<file path="src/rtl/mlp_sequencer.sv">
// mlp_sequencer: two-layer MLP inference sequencer (one MAC, external ROMs).
// Ports: clk/reset/start, busy/done/digit, pixel/weight/bias read ports,
// zed_out -> act_in (external sigmoid). Macro MLP_SEQ_SAT_EN: saturating fit.
module mlp_sequencer #(
  parameter int PIXELS     = 784,
  parameter int HL_NEURONS = 30,
  parameter int OL_NEURONS = 10,
  parameter int RESOLUTION = 8,
  parameter int ACC_WIDTH  = 32,
  parameter int FRAC_BITS  = 4
) (
  input  logic                         clk,
  input  logic                         reset,
  input  logic                         start,
  output logic                         busy,
  output logic                         done,
  output logic [9:0]                   pixel_addr,
  input  logic signed [RESOLUTION-1:0] pixel_data,
  output logic [14:0]                  weight_addr,
  input  logic signed [RESOLUTION-1:0] weight_data,
  output logic [5:0]                   bias_addr,
  input  logic signed [RESOLUTION-1:0] bias_data,
  output logic signed [RESOLUTION-1:0] zed_out,
  input  logic signed [RESOLUTION-1:0] act_in,
  output logic [3:0]                   digit
);

  localparam int MAXIN = (PIXELS > HL_NEURONS) ? PIXELS : HL_NEURONS;
  localparam int MAXN  = (HL_NEURONS > OL_NEURONS) ? HL_NEURONS : OL_NEURONS;
  localparam int CW    = $clog2(MAXIN + 1);
  localparam int NW    = $clog2(MAXN + 1);
  localparam int HW    = (HL_NEURONS > 1) ? $clog2(HL_NEURONS) : 1;
  localparam int PW    = 2 * RESOLUTION;

  typedef enum logic [2:0] {
    IDLE, HL_MAC, HL_WB, OL_MAC, OL_WB, DONE
  } state_t;

  state_t state, state_n;

  logic [CW-1:0] cnt;
  logic [NW-1:0] nidx;

  logic signed [ACC_WIDTH-1:0]  acc;
  logic signed [ACC_WIDTH-1:0]  sh;
  logic signed [ACC_WIDTH-1:0]  bext;
  logic signed [RESOLUTION-1:0] act_q;
  logic signed [RESOLUTION-1:0] opa;
  logic signed [RESOLUTION-1:0] fit;
  logic signed [RESOLUTION-1:0] best;
  logic [3:0]                   best_idx;
  logic [PW-1:0]                prod;
  logic                         mac;

  logic signed [RESOLUTION-1:0] hid [HL_NEURONS];

  assign busy = (state != IDLE) && (state != DONE);
  assign mac  = (state == HL_MAC) || (state == OL_MAC);

  always_ff @(posedge clk) begin
    if (reset) state <= IDLE;
    else       state <= state_n;
  end

  always_comb begin
    state_n = state;
    unique case (state)
      IDLE:    if (start) state_n = HL_MAC;
      HL_MAC:  if (cnt == CW'(PIXELS)) state_n = HL_WB;
      HL_WB:   state_n = (nidx == NW'(HL_NEURONS - 1)) ? OL_MAC : HL_MAC;
      OL_MAC:  if (cnt == CW'(HL_NEURONS)) state_n = OL_WB;
      OL_WB:   state_n = (nidx == NW'(OL_NEURONS - 1)) ? DONE : OL_MAC;
      DONE:    state_n = IDLE;
      default: state_n = IDLE;
    endcase
  end

  // cnt runs 0..inputs: the last value is the drain cycle in which the
  // product for the final address is still accumulated.
  always_ff @(posedge clk) begin
    if (reset) begin
      cnt  <= '0;
      nidx <= '0;
    end else begin
      unique case (state)
        HL_MAC, OL_MAC: cnt <= cnt + CW'(1);
        HL_WB: begin
          cnt  <= '0;
          nidx <= (nidx == NW'(HL_NEURONS - 1)) ? '0 : nidx + NW'(1);
        end
        OL_WB: begin
          cnt  <= '0;
          nidx <= (nidx == NW'(OL_NEURONS - 1)) ? '0 : nidx + NW'(1);
        end
        default: begin
          cnt  <= '0;
          nidx <= '0;
        end
      endcase
    end
  end

  always_comb begin
    pixel_addr  = '0;
    weight_addr = '0;
    bias_addr   = '0;
    unique case (1'b1)
      (state == HL_MAC), (state == HL_WB): begin
        bias_addr = 6'(nidx);
        if (state == HL_MAC && cnt < CW'(PIXELS)) begin
          pixel_addr  = 10'(cnt);
          weight_addr = 15'(int'(nidx) * PIXELS + int'(cnt));
        end
      end
      (state == OL_MAC), (state == OL_WB): begin
        bias_addr = 6'(HL_NEURONS + int'(nidx));
        if (state == OL_MAC && cnt < CW'(HL_NEURONS))
          weight_addr = 15'(HL_NEURONS * PIXELS
                            + int'(nidx) * HL_NEURONS
                            + int'(cnt));
      end
      default: ;
    endcase
  end

  // Low 2R bits of a product of sign-extended operands are the signed
  // product, so an unsigned multiply of the extended values suffices.
  assign opa  = (state == OL_MAC) ? act_q : pixel_data;
  assign prod = {{RESOLUTION{opa[RESOLUTION-1]}}, opa}
              * {{RESOLUTION{weight_data[RESOLUTION-1]}}, weight_data};

  assign sh   = acc >>> FRAC_BITS;
  assign bext = {{(ACC_WIDTH-RESOLUTION){bias_data[RESOLUTION-1]}},
                 bias_data};

`ifdef MLP_SEQ_SAT_EN
  logic signed [ACC_WIDTH-1:0] sum;
  assign sum = sh + bext;

  always_comb begin
    if (!sum[ACC_WIDTH-1] && (|sum[ACC_WIDTH-2:RESOLUTION-1]))
      fit = {1'b0, {(RESOLUTION-1){1'b1}}};
    else if (sum[ACC_WIDTH-1] && !(&sum[ACC_WIDTH-2:RESOLUTION-1]))
      fit = {1'b1, {(RESOLUTION-1){1'b0}}};
    else
      fit = sum[RESOLUTION-1:0];
  end
`else
  always_comb begin
    fit = RESOLUTION'(sh + bext);
  end
`endif

  assign zed_out = ((state == HL_WB) || (state == OL_WB)) ? fit : '0;

  always_ff @(posedge clk) begin
    if (reset) begin
      acc      <= '0;
      act_q    <= '0;
      best     <= '0;
      best_idx <= '0;
      done     <= 1'b0;
      digit    <= '0;
      for (int k = 0; k < HL_NEURONS; k++) hid[k] <= '0;
    end else begin
      done <= (state == DONE);
      if (state == DONE) digit <= best_idx;
      if (mac) begin
        if (cnt == '0) acc <= '0;
        else acc <= acc + {{(ACC_WIDTH-PW){prod[PW-1]}}, prod};
      end
      // Register-file read mirrors the 1-cycle latency of the pixel port.
      if (state == OL_MAC)
        act_q <= (cnt < CW'(HL_NEURONS)) ? hid[cnt[HW-1:0]] : '0;
      if (state == HL_WB) hid[nidx[HW-1:0]] <= act_in;
      if (state == OL_WB && (nidx == '0 || act_in > best)) begin
        best     <= act_in;
        best_idx <= 4'(nidx);
      end
    end
  end

endmodule

</file>
<file path="config.mk">
export PLATFORM = sky130hd
export DESIGN_NAME = mlp_sequencer
export DESIGN_NICKNAME = d
export VERILOG_FILES = /design/src/rtl/mlp_sequencer.sv
export SDC_FILE = /design/constraint.sdc
export NUM_CORES = 1
export LEC_CHECK = 0
export ABC_AREA = 1
export BUFFER_PORTS_ARGS = -buffer_cell sky130_fd_sc_hd__buf_2
export CAP_MARGIN = 15
export CORE_MARGIN = 2
export CORE_UTILIZATION = 35
export CTS_CLUSTER_DIAMETER = 120
export DETAILED_ROUTE_END_ITERATION = 8
export SLEW_MARGIN = 10
export SYNTH_ARGS = -nofsm -noshare
export SYNTH_HDL_FRONTEND = slang
export SYNTH_SLANG_ARGS = --single-unit
</file>
<file path="constraint.sdc">
create_clock -name clk -period 15.86 [get_ports clk]
set_input_delay 0 -clock clk [delete_from_list [all_inputs] [get_ports clk]]
set_output_delay 0 -clock clk [all_outputs]
set_load 0.1 [all_outputs]
</file>
==> results.tsv, run 1 <==
stage	metric	value	unit
status	outcome	finished clean	
die	io_pins	80	
critical_path	required	16310	ps
place	finalWeightedCongestion	0.902	
routing	drcViolationCount	0	
sta	max_freq	158	MHz
logic_synthesis	syn_avg_cell_area	8.78	um^2
sta	post-route-period-util	0.400	
die	rows	83	
cts	clock-sinks	311	
final_layout	nNetsFinal	2324	
final_layout	regArea	8790	um^2
cts	ctsResizeCount	0	
routing	wire_per_inst	17.7	um
die	die_h	233	um
routing	ant_nets	0	
sta	grt_setup_unrepaired	no	
routing	dr.pass1.iters	5	
critical_path	max_stage_delay	680	ps
place	pre_cts_slack	9510	ps
logic_synthesis	synthFlopType	edfxtp_1	
cts	clock_path_buffers	3	
grt	grt_max_degree	72	
routing	viasPerCell	5.16	
cts	clock_latency	530	ps
final_layout	multiInputGateArea	8260	um^2
power_and_ir_drop	power_density	121	nW/um^2
sta	tns	0	ps
critical_path	critPathBufInv	4	
sta	hold_violations	0	
logic_synthesis	synth_cell_types	48	
critical_path	arrival	6790	ps
die	start_util	0.355	
place	portBuffers	79	
logic_synthesis	ys_ff_latch	311	
routing	num_vias	14700	
grt	grt_usage	0.187	
place	hpwl	35200	um
critical_path	critical_path.max_fanout	25	
cts	post_cts_buffers	0	
grt	grt-ovfl-total	0	
die	die_x	233	um
die	die_area	54100	um^2
grt	antenna_found_initial	1	
critical_path	crit_path_frequent_cell	nand2_1	
logic_synthesis	ys_warn_count	0	
sta	setup_viol	0	
sta	fin_ws	9520	ps
logic_synthesis	syn_inst	2085	
power_and_ir_drop	ir_worst_vdd	0.0937	mV
critical_path	criticalPathCategory	reg2reg	
logic_synthesis	syn_area	18300	um^2
cts	ctsHoldBuffers	10	
final_layout	fill_cells	5214	
sta	worstMarginPinSlew	1040	ps
die	coreArea	51500	um^2
critical_path	cpMaxStageDelayCell	mux2i_1	
final_layout	area_growth	11.9	%
sta	skew	25.5	ps
routing	wl	50300	um
hold_path	worstHoldPathType	in2reg	
cts	cts_buffers	35	
cts	cts_tree	built	
routing	drt_first_iter_violations	1248	
critical_path	critPathTopFamily	adder cells	
sta	min_period	6340	ps
critical_path	end_kind	flop	
grt	grt_pass1_vias	14300	
grt	grt_pass1_wl	79000	um
logic_synthesis	ys_seq_area_frac	0.480	
logic_synthesis	synth_nets	2275	
cts	clk_pin_slew_worst_paths	60	ps
cts	root_buffer	clkbuf_16	
power_and_ir_drop	leakage	8.92	nW
cts	h-tree-depth	2	
job	maxCapViolCount	0	
final_layout	drive_gt1_frac	0.0852	
logic_synthesis	synth_edf_count	256	
sta	maxSlewViolCount	0	
sta	relSlewSlack	0.305	
critical_path	worstSetupStartpointType	flop	
logic_synthesis	async_flop_share	0	
## cell type report
| type | instances | area share |
|---|---|---|
| tap | 680 | 0.0415 |
| inverter | 237 | 0.0435 |
| clock buffer | 45 | 0.0446 |
| timing repair buffer | 106 | 0.0304 |
| clock inverter | 17 | 0.00751 |
| multi-input combinational | 1443 | 0.403 |
| antenna | 1 | 0.000122 |
| sequential | 311 | 0.429 |
## where the power goes
| part | switching (mW) | leakage, nW | total (mW) | internal, mW |
|---|---|---|---|---|
| logic | 0.530 | 5.32 | 0.780 | 0.250 |
| clock network | 0.323 | 0.529 | 0.765 | 0.442 |
| registers | 0.0256 | 3.07 | 0.937 | 0.911 |
| total | 0.879 | 8.92 | 2.48 | 1.60 |
## worst reg2reg max path: cells and delay by family (launching register included)
family | cells | cell delay [ps]
compound gates | 5 | 740
xor+xnor | 1 | 130
fa+ha+maj | 6 | 2820
buf+inv | 4 | 240
flops | 1 | 440
mux | 1 | 690
simple gates | 10 | 1210
## routing by layer
layer,global-route usage,up-vias,part of all wire
li1,-,7055,-
met1,0.259,7066,0.45
met2,0.307,460,0.46
met3,0.0218,80,0.062
met4,0.0551,0,0.027
met5,0,-,0
## sequential cells by signal (all words and copies together), names as in the netlist
signal / cells
cnt: 10
hid: 256
best_idx: 4
done: 1
digit: 4
best: 8
state: 3
act_q: 8
nidx: 5
acc: 12
## cells by family after synthesis
family | count (synthesis) | synth area share
xor+xnor | 24 | 0.0115
buf+inv | 331 | 0.0685
simple gates | 905 | 0.202
flops | 311 | 0.480
compound gates | 358 | 0.111
fa+ha+maj | 155 | 0.126
mux | 1 | 0.000547
## through the flow
| stage | hold slack (ps) | total power [mW] | utilization | cells | cell area, um^2 |
|---|---|---|---|---|---|
| 3_5_place_dp | 210 | 1.73 | 0.375 | 2766 | 19300 |
| 5_1_grt | 226 | 2.63 | 0.398 | 2840 | 20500 |
| 2_1_floorplan | 98.9 | 1.54 | - | 2085 | 18300 |
| 4_1_cts | 204 | 2.50 | 0.397 | 2838 | 20500 |
| 3_3_place_gp | 209 | 1.72 | 0.375 | 2766 | 19300 |
| 6_report | 216 | 2.48 | 0.398 | 2840 | 20500 |
## placed cells by master (no fill, tap or decap), types with 8 or more instances in the layout
| master | instances |
|---|---|
| nor2_1 | 496 |
| nand2_1 | 281 |
| edfxtp_1 | 256 |
| inv_1 | 224 |
| o21ai_0 | 174 |
| ha_1 | 106 |
| a21oi_1 | 81 |
| buf_2 | 79 |
| nand3_1 | 61 |
| dfxtp_1 | 53 |
| fa_1 | 49 |
| o22ai_1 | 45 |
| clkbuf_16 | 35 |
| o221ai_1 | 27 |
| nand4_1 | 21 |
| buf_4 | 17 |
| xor2_1 | 13 |
| xnor2_1 | 11 |
| clkinv_2 | 11 |
| nor3_1 | 10 |
| clkbuf_1 | 10 |
| dlygate4sd3_1 | 10 |
| inv_2 | 8 |
| o211ai_1 | 8 |
## synth_stat cells, types with 8 or more instances
library cell  instances  area share
nand4_1              21      0.0072
ha_1                106       0.072
nor3_1               10      0.0027
o21ai_0             174       0.048
xnor2_1              11      0.0053
xor2_1               13      0.0062
nor2_1              496        0.10
edfxtp_1            256        0.42
dfxtp_1              55       0.060
o211ai_1              8      0.0033
clkbuf_1             81       0.017
nand2_1             281       0.058
a21oi_1              81       0.022
buf_2                 9      0.0025
o221ai_1             27       0.013
fa_1                 49       0.054
o22ai_1              45       0.015
inv_1               231       0.047
nand3_1              61       0.017
## worst paths after layout
check / startpoint / depth (start not counted) / end / slack, ps
setup / recovery: state[0]$_SDFFE_PP0P_ / 27 / acc[11]$_SDFFE_PP0N_ / 9520
hold / removal: weight_data[0] / 6 / acc[0]$_SDFFE_PP0N_ / 220
setup reg to reg: state[0]$_SDFFE_PP0P_ / 27 / acc[11]$_SDFFE_PP0N_ / 9520
hold reg to reg: act_q[3]$_SDFFE_PP0P_ / 2 / act_q[3]$_SDFFE_PP0P_ / 470
Power figures use the tool's default switching activity.
==> inputs of run 2 (changes only) <==
--- a/config.mk
+++ b/config.mk
@@ -5,7 +5,7 @@
 export SDC_FILE = /design/constraint.sdc
 export NUM_CORES = 1
 export LEC_CHECK = 0
-export ABC_AREA = 1
+export ABC_AREA = 0
 export BUFFER_PORTS_ARGS = -buffer_cell sky130_fd_sc_hd__buf_2
 export CAP_MARGIN = 15
 export CORE_MARGIN = 2
==> constraint.sdc (replaced) <==
create_clock -name clk -period 5.5 [get_ports clk]
set_input_delay 0 -clock clk [delete_from_list [all_inputs] [get_ports clk]]
set_output_delay 0 -clock clk [all_outputs]
set_load 0.1 [all_outputs]
==> run 2 against run 1 <==
Compared with the run above: clock power increased to 3.3 times the previous value; design area is 3.3% higher; clock-buffer cell count up 3; register-to-register slack got worse by 9300 ps; die area is 1.5% higher; cell count shrank 17%; routed wire length decreased by 8.7%; via count down 19%; critical path depth shrank 4; sequential power grew to 2.9 times the previous value.
==> results.tsv, run 2 <==
stage	metric	value	unit
sta	setup_viol	0	
hold_path	holdPathStages	2	
sta	min_period	5300	ps
sta	maxSlewViolCount	0	
logic_synthesis	ys_ff_latch	311	
power_and_ir_drop	clockPowerShare	0.358	
grt	grt-ovfl-total	0	
cts	clock_latency	550	ps
die	die_h	234	um
die	start_util	0.354	
routing	num_vias	11900	
status	outcome	finished clean	
sta	relSlewSlack	0.321	
place	place_area	19800	um^2
final_layout	top_register	hid	
grt	grt_pass1_vias	12300	
final_layout	drive_gt1_frac	0.183	
die	io_pins	80	
power_and_ir_drop	swShare	0.291	
place	finalWeightedCongestion	0.837	
place	portBuffers	79	
cts	clock_path_buffers	3	
logic_synthesis	synth_edf_count	256	
critical_path	arrival	5740	ps
cts	clk_pin_slew_worst_paths	60	ps
critical_path	worstSetupStartpointType	flop	
final_layout	largest_reg_flops	256	
logic_synthesis	yosys.area.top_type	edfxtp_1	
sta	max_freq	189	MHz
grt	grt_usage	0.170	
routing	ant_nets	0	
die	coreArea	52600	um^2
critical_path	critical_path.max_fanout	7	
power_and_ir_drop	p_int	4.94	mW
final_layout	final_cell_mix	edfxtp_1, and2_1, inv_1, nor2_1, ha_1	
critical_path	crit_start	state[2]$_SDFFE_PP0P_	
critical_path	r2r_start	state[2]$_SDFFE_PP0P_	
routing	dr.pass1.iters	5	
logic_synthesis	synth_cell_types	55	
routing	drcViolationCount	0	
sta	grt_setup_unrepaired	yes	
routing	wl	45900	um
logic_synthesis	syn_avg_cell_area	12.0	um^2
final_layout	utilization	0.403	
logic_synthesis	synth_top_cell_area_share	0.414	
routing	viasPerCell	5.07	
die	rows	84	
logic_synthesis	syn_area	18600	um^2
logic_synthesis	synth_nets	1742	
final_layout	nNetsFinal	1822	
final_layout	fill_cells	4932	
final_layout	design_area	21200	um^2
sta	tns	0	ps
logic_synthesis	synthFlopType	edfxtp_1	
final_layout	area_growth	13.9	%
routing	wire_per_inst	19.6	um
sta	worstMarginPinSlew	1020	ps
cts	root_buffer	clkbuf_16	
sta	skew	23.6	ps
job	maxCapViolCount	0	
power_and_ir_drop	leakage	8.41	nW
power_and_ir_drop	p_comb_frac	0.257	
power_and_ir_drop	switchingPower	2.03	mW
critical_path	ff2ff_path_depth	23	
critical_path	required	5940	ps
cts	h-tree-depth	2	
final_layout	final_common_cell	edfxtp_1	
logic_synthesis	ys_warn_count	0	
logic_synthesis	ys_seq_area_frac	0.473	
power_and_ir_drop	ir_worst_vdd	0.199	mV
power_and_ir_drop	pwr-share-seq	0.385	
cts	cts_tree	built	
cts	clock-sinks	311	
final_layout	reg_top3	hid x256, acc x12, cnt x10	
grt	grt_max_degree	82	
grt	antenna_found_initial	0	
routing	drt_first_iter_violations	930	
place	hpwl	32100	um
critical_path	end_kind	flop	
sta	hold_violations	0	
die	die_x	234	um
final_layout	n_antenna_cell	0	
hold_path	holdCritStartpoint	act_in[6]	
logic_synthesis	syn_inst	1552	
sta	post-route-period-util	0.963	
hold_path	worstHoldPathType	in2reg	
logic_synthesis	synth.area.top_cells	edfxtp_1, mux4_2, and2_1	
logic_synthesis	synth.most_common_cell	edfxtp_1	
critical_path	criticalPathCategory	reg2reg	
sta	fin_hold_ws	23.7	ps
grt	grt_pass1_wl	71600	um
die	die_area	55000	um^2
cts	cts_buffers	37	
logic_synthesis	async_flop_share	0	
power_and_ir_drop	power_density	330	nW/um^2
logic_synthesis	ys_top_cells_by_count	edfxtp_1, and2_1, inv_1, nor2_1, ha_1	
run 2: area by class of cell:
class / count / area, um^2 / area share
Multi-Input combinational cell: 1035 / 9070 / 0.429
Timing Repair Buffer: 116 / 697 / 0.0329
Tap cell: 688 / 861 / 0.0407
Clock buffer: 48 / 1050 / 0.0497
Sequential cell: 311 / 8800 / 0.416
Clock inverter: 19 / 186 / 0.00881
Inverter: 131 / 492 / 0.0232
run 2: per-stage QoR:
step / cells / power [mW] / setup WS (ps)
2_1_floorplan: 1552 / 3.95 / 84.8
3_3_place_gp: 2273 / 4.27 / 102
3_5_place_dp: 2273 / 4.31 / -23.3
4_1_cts: 2343 / 6.83 / 11.9
5_1_grt: 2348 / 7.32 / -42.1
6_report: 2348 / 6.97 / 201
run 2: cells by family after synthesis:
| family | count (synthesis) | share of synthesized area |
|---|---|---|
| simple gates | 548 | 0.161 |
| compound gates | 152 | 0.0525 |
| fa+ha+maj | 155 | 0.124 |
| xor+xnor | 67 | 0.0323 |
| buf+inv | 207 | 0.0429 |
| flops | 311 | 0.473 |
| mux | 112 | 0.115 |
run 2: power by group through the flow:
stage          registers, mW  logic [mW]  clock network (mW)
2_1_floorplan           2.70        1.25                   0
3_3_place_gp            2.73        1.54                   0
3_5_place_dp            2.73        1.57                   0
4_1_cts                 2.69        1.60                2.54
5_1_grt                 2.70        1.98                2.64
6_report                2.69        1.79                2.50
run 2: timing repair:
action | CTS | global route
buffers inserted | 0 | 5
setup endpoints to repair | 1 | 7
hold buffers | 2 | 0
gates resized for setup | 3 | 16
cloned | 1 | 0
hold endpoints to repair | 5 | 0
pin swaps | 0 | 13
run 2: final timing paths:
kind / endpoint / slack, ps
worst max-delay path: acc[11]$_SDFFE_PP0N_ / 200
worst min-delay path: hid[31][6]$_DFFE_PP_ / 20
worst max register to register: acc[11]$_SDFFE_PP0N_ / 200
worst min register to register: best_idx[2]$_SDFFE_PP0P_ / 470
run 2: routing by layer:
layer | track usage | routed length (um)
met1 | 0.231 | 20100
met2 | 0.282 | 22100
met3 | 0.0332 | 2950
met4 | 0.0401 | 809
met5 | 0 | 0
run 2: worst max-delay path, stage by stage (launching register included):
cell,delay (ps)
dfxtp_2,340
nand3b_2,330
mux2i_1,190
buf_4,170
nand2b_1,160
fa_1,390
inv_1,90
fa_1,380
inv_1,70
fa_1,430
fa_1,540
inv_1,40
ha_1,330
a21o_1,190
a21oi_2,140
o21bai_1,100
a21oi_2,140
xnor2_1,90
ha_1,350
a21oi_1,130
o21ai_0,90
a31oi_1,190
xnor2_1,90
a22o_1,230
==> inputs of run 3 (changes only) <==
--- a/config.mk
+++ b/config.mk
@@ -8,7 +8,7 @@
 export ABC_AREA = 0
 export BUFFER_PORTS_ARGS = -buffer_cell sky130_fd_sc_hd__buf_2
 export CAP_MARGIN = 15
-export CORE_MARGIN = 2
+export CORE_ASPECT_RATIO = 2
 export CORE_UTILIZATION = 35
 export CTS_CLUSTER_DIAMETER = 120
 export DETAILED_ROUTE_END_ITERATION = 8
==> run 3 against run 2 <==
Compared with the run above: the run now ends with DRC left; clock power down 16%; maximum frequency about the same; non-clock buffer count grew 3; design area down 1.3%; power down 4.8%; sequential power hardly changed; worst setup slack better by 1.4 ps; via count shrank 1.4%; core utilization down 0.52 points; clock-buffer cell count shrank 18; largest power group unchanged.
==> results.tsv, run 3 (synthesis results as in run 2) <==
stage	metric	value	unit
die	rows	119	
sta	maxSlewViolCount	0	
place	finalWeightedCongestion	0.897	
critical_path	crit_start	state[2]$_SDFFE_PP0P_	
cts	clk_pin_slew_worst_paths	70	ps
critical_path	required	5970	ps
cts	clock_path_buffers	3	
final_layout	top_register	hid	
routing	drt_first_iter_violations	599	
routing	num_vias	11700	
final_layout	largest_reg_flops	256	
status	outcome	finished, violations left	
routing	viasPerCell	5.08	
power_and_ir_drop	leakage	8.27	nW
critical_path	worstSetupStartpointType	flop	
routing	dr.pass1.iters	9	
grt	grt_usage	0.182	
sta	post-route-period-util	0.963	
final_layout	final_common_cell	edfxtp_1	
cts	root_buffer	clkbuf_16	
grt	grt_pass1_vias	12600	
hold_path	worstHoldPathType	in2reg	
final_layout	n_antenna_cell	0	
place	portBuffers	79	
sta	relSlewSlack	0.377	
sta	fin_hold_ws	14.8	ps
die	die_h	328	um
power_and_ir_drop	ir_worst_vdd	0.326	mV
cts	clock-sinks	311	
critical_path	critical_path.max_fanout	7	
critical_path	end_kind	flop	
die	io_pins	80	
grt	grt_pass1_wl	72700	um
place	hpwl	37200	um
sta	fin_ws	203	ps
cts	h-tree-depth	1	
routing	wire_per_inst	21.0	um
power_and_ir_drop	power_density	318	nW/um^2
grt	grt_max_degree	82	
status	violations	DRC	
sta	min_period	5300	ps
final_layout	final_cell_mix	edfxtp_1, and2_1, inv_1, nor2_1, ha_1	
final_layout	drive_gt1_frac	0.186	
job	maxCapViolCount	0	
cts	clock_latency	580	ps
final_layout	area_growth	12.4	%
routing	wl	48500	um
die	start_util	0.354	
sta	setup_viol	0	
final_layout	nNetsFinal	1815	
place	place_area	19800	um^2
sta	max_freq	189	MHz
routing	ant_nets	0	
sta	grt_setup_unrepaired	yes	
sta	hold_violations	0	
hold_path	holdCritStartpoint	act_in[1]	
place	pre_cts_slack	-16.1	ps
cts	cts_tree	built	
critical_path	r2r_start	state[2]$_SDFFE_PP0P_	
final_layout	reg_top3	hid x256, acc x12, cnt x10	
cts	cts_buffers	28	
die	die_x	165	um
grt	antenna_found_initial	0	
sta	skew	28.9	ps
critical_path	criticalPathCategory	reg2reg	
sta	worstMarginPinSlew	934	ps
routing	drcViolationCount	1	
sta	tns	0	ps
final_layout	design_area	20900	um^2
grt	grt-ovfl-total	0	
die	die_area	54100	um^2
die	coreArea	52600	um^2
critical_path	arrival	5770	ps
power_and_ir_drop	total_power	6.64	mW
## run 3: final cells by class
| cell class | count | area [um^2] |
|---|---|---|
| tap | 665 | 832 |
| timing repair buffer | 119 | 716 |
| fill | 5016 | 31700 |
| multi-input combinational | 1034 | 9090 |
| clock buffer | 30 | 729 |
| clock inverter | 20 | 235 |
| sequential | 311 | 8800 |
| inverter | 131 | 492 |
## run 3: critical path, stage by stage (launching register included)
cell and delay [ps]:
dfxtp_1 330, nand3b_4 180, mux2_2 360, buf_4 160, and2_1 150, ha_1 270, inv_1 50, fa_1 510
inv_1 50, ha_1 270, inv_1 60, fa_2 600, inv_1 50, ha_1 280, a21o_1 190, a21oi_2 170
nor2b_1 70, o21a_1 190, nor2_2 100, xnor2_1 70, ha_1 350, and3_1 200, a221oi_2 260, xnor2_1 100
a22o_1 180
## run 3: power by group
group | internal (mW) | switching (mW) | total [mW]
combinational | 0.817 | 1.05 | 1.87
sequential | 2.63 | 0.0423 | 2.67
clock | 1.20 | 0.901 | 2.10
total | 4.64 | 2.00 | 6.64
## run 3: final timing paths
kind | endpoint | slack, ps | depth (start not counted)
max | acc[10]$_SDFFE_PP0N_ | 200 | 24
min | hid[30][1]$_DFFE_PP_ | 10 | 1
max reg2reg | acc[10]$_SDFFE_PP0N_ | 200 | 24
min reg2reg | best[1]$_SDFFE_PP0P_ | 480 | 2
## run 3: repair_timing
action | CTS | global route
hold endpoints to repair | 5 | 0
hold buffers | 2 | 0
pin swaps | 0 | 17
setup buffers | 0 | 5
resized for setup | 1 | 30
gates cloned | 0 | 0
endpoints found under the setup margin | 1 | 8
## run 3: metrics by stage
stage	instances	utilization
floorplan	1552	-
detailed placement	2253	0.376
finish	2310	0.397
global placement	2253	0.376
global route	2310	0.397
CTS	2305	0.395
## run 3: per-layer routing
metal	vias to the layer above	GRT usage	wire length (um)
li1	5551	-	-
met4	0	0.0933	2640
met2	252	0.388	29500
met5	-	0	0
met3	90	0.0169	1470
met1	5852	0.157	14900
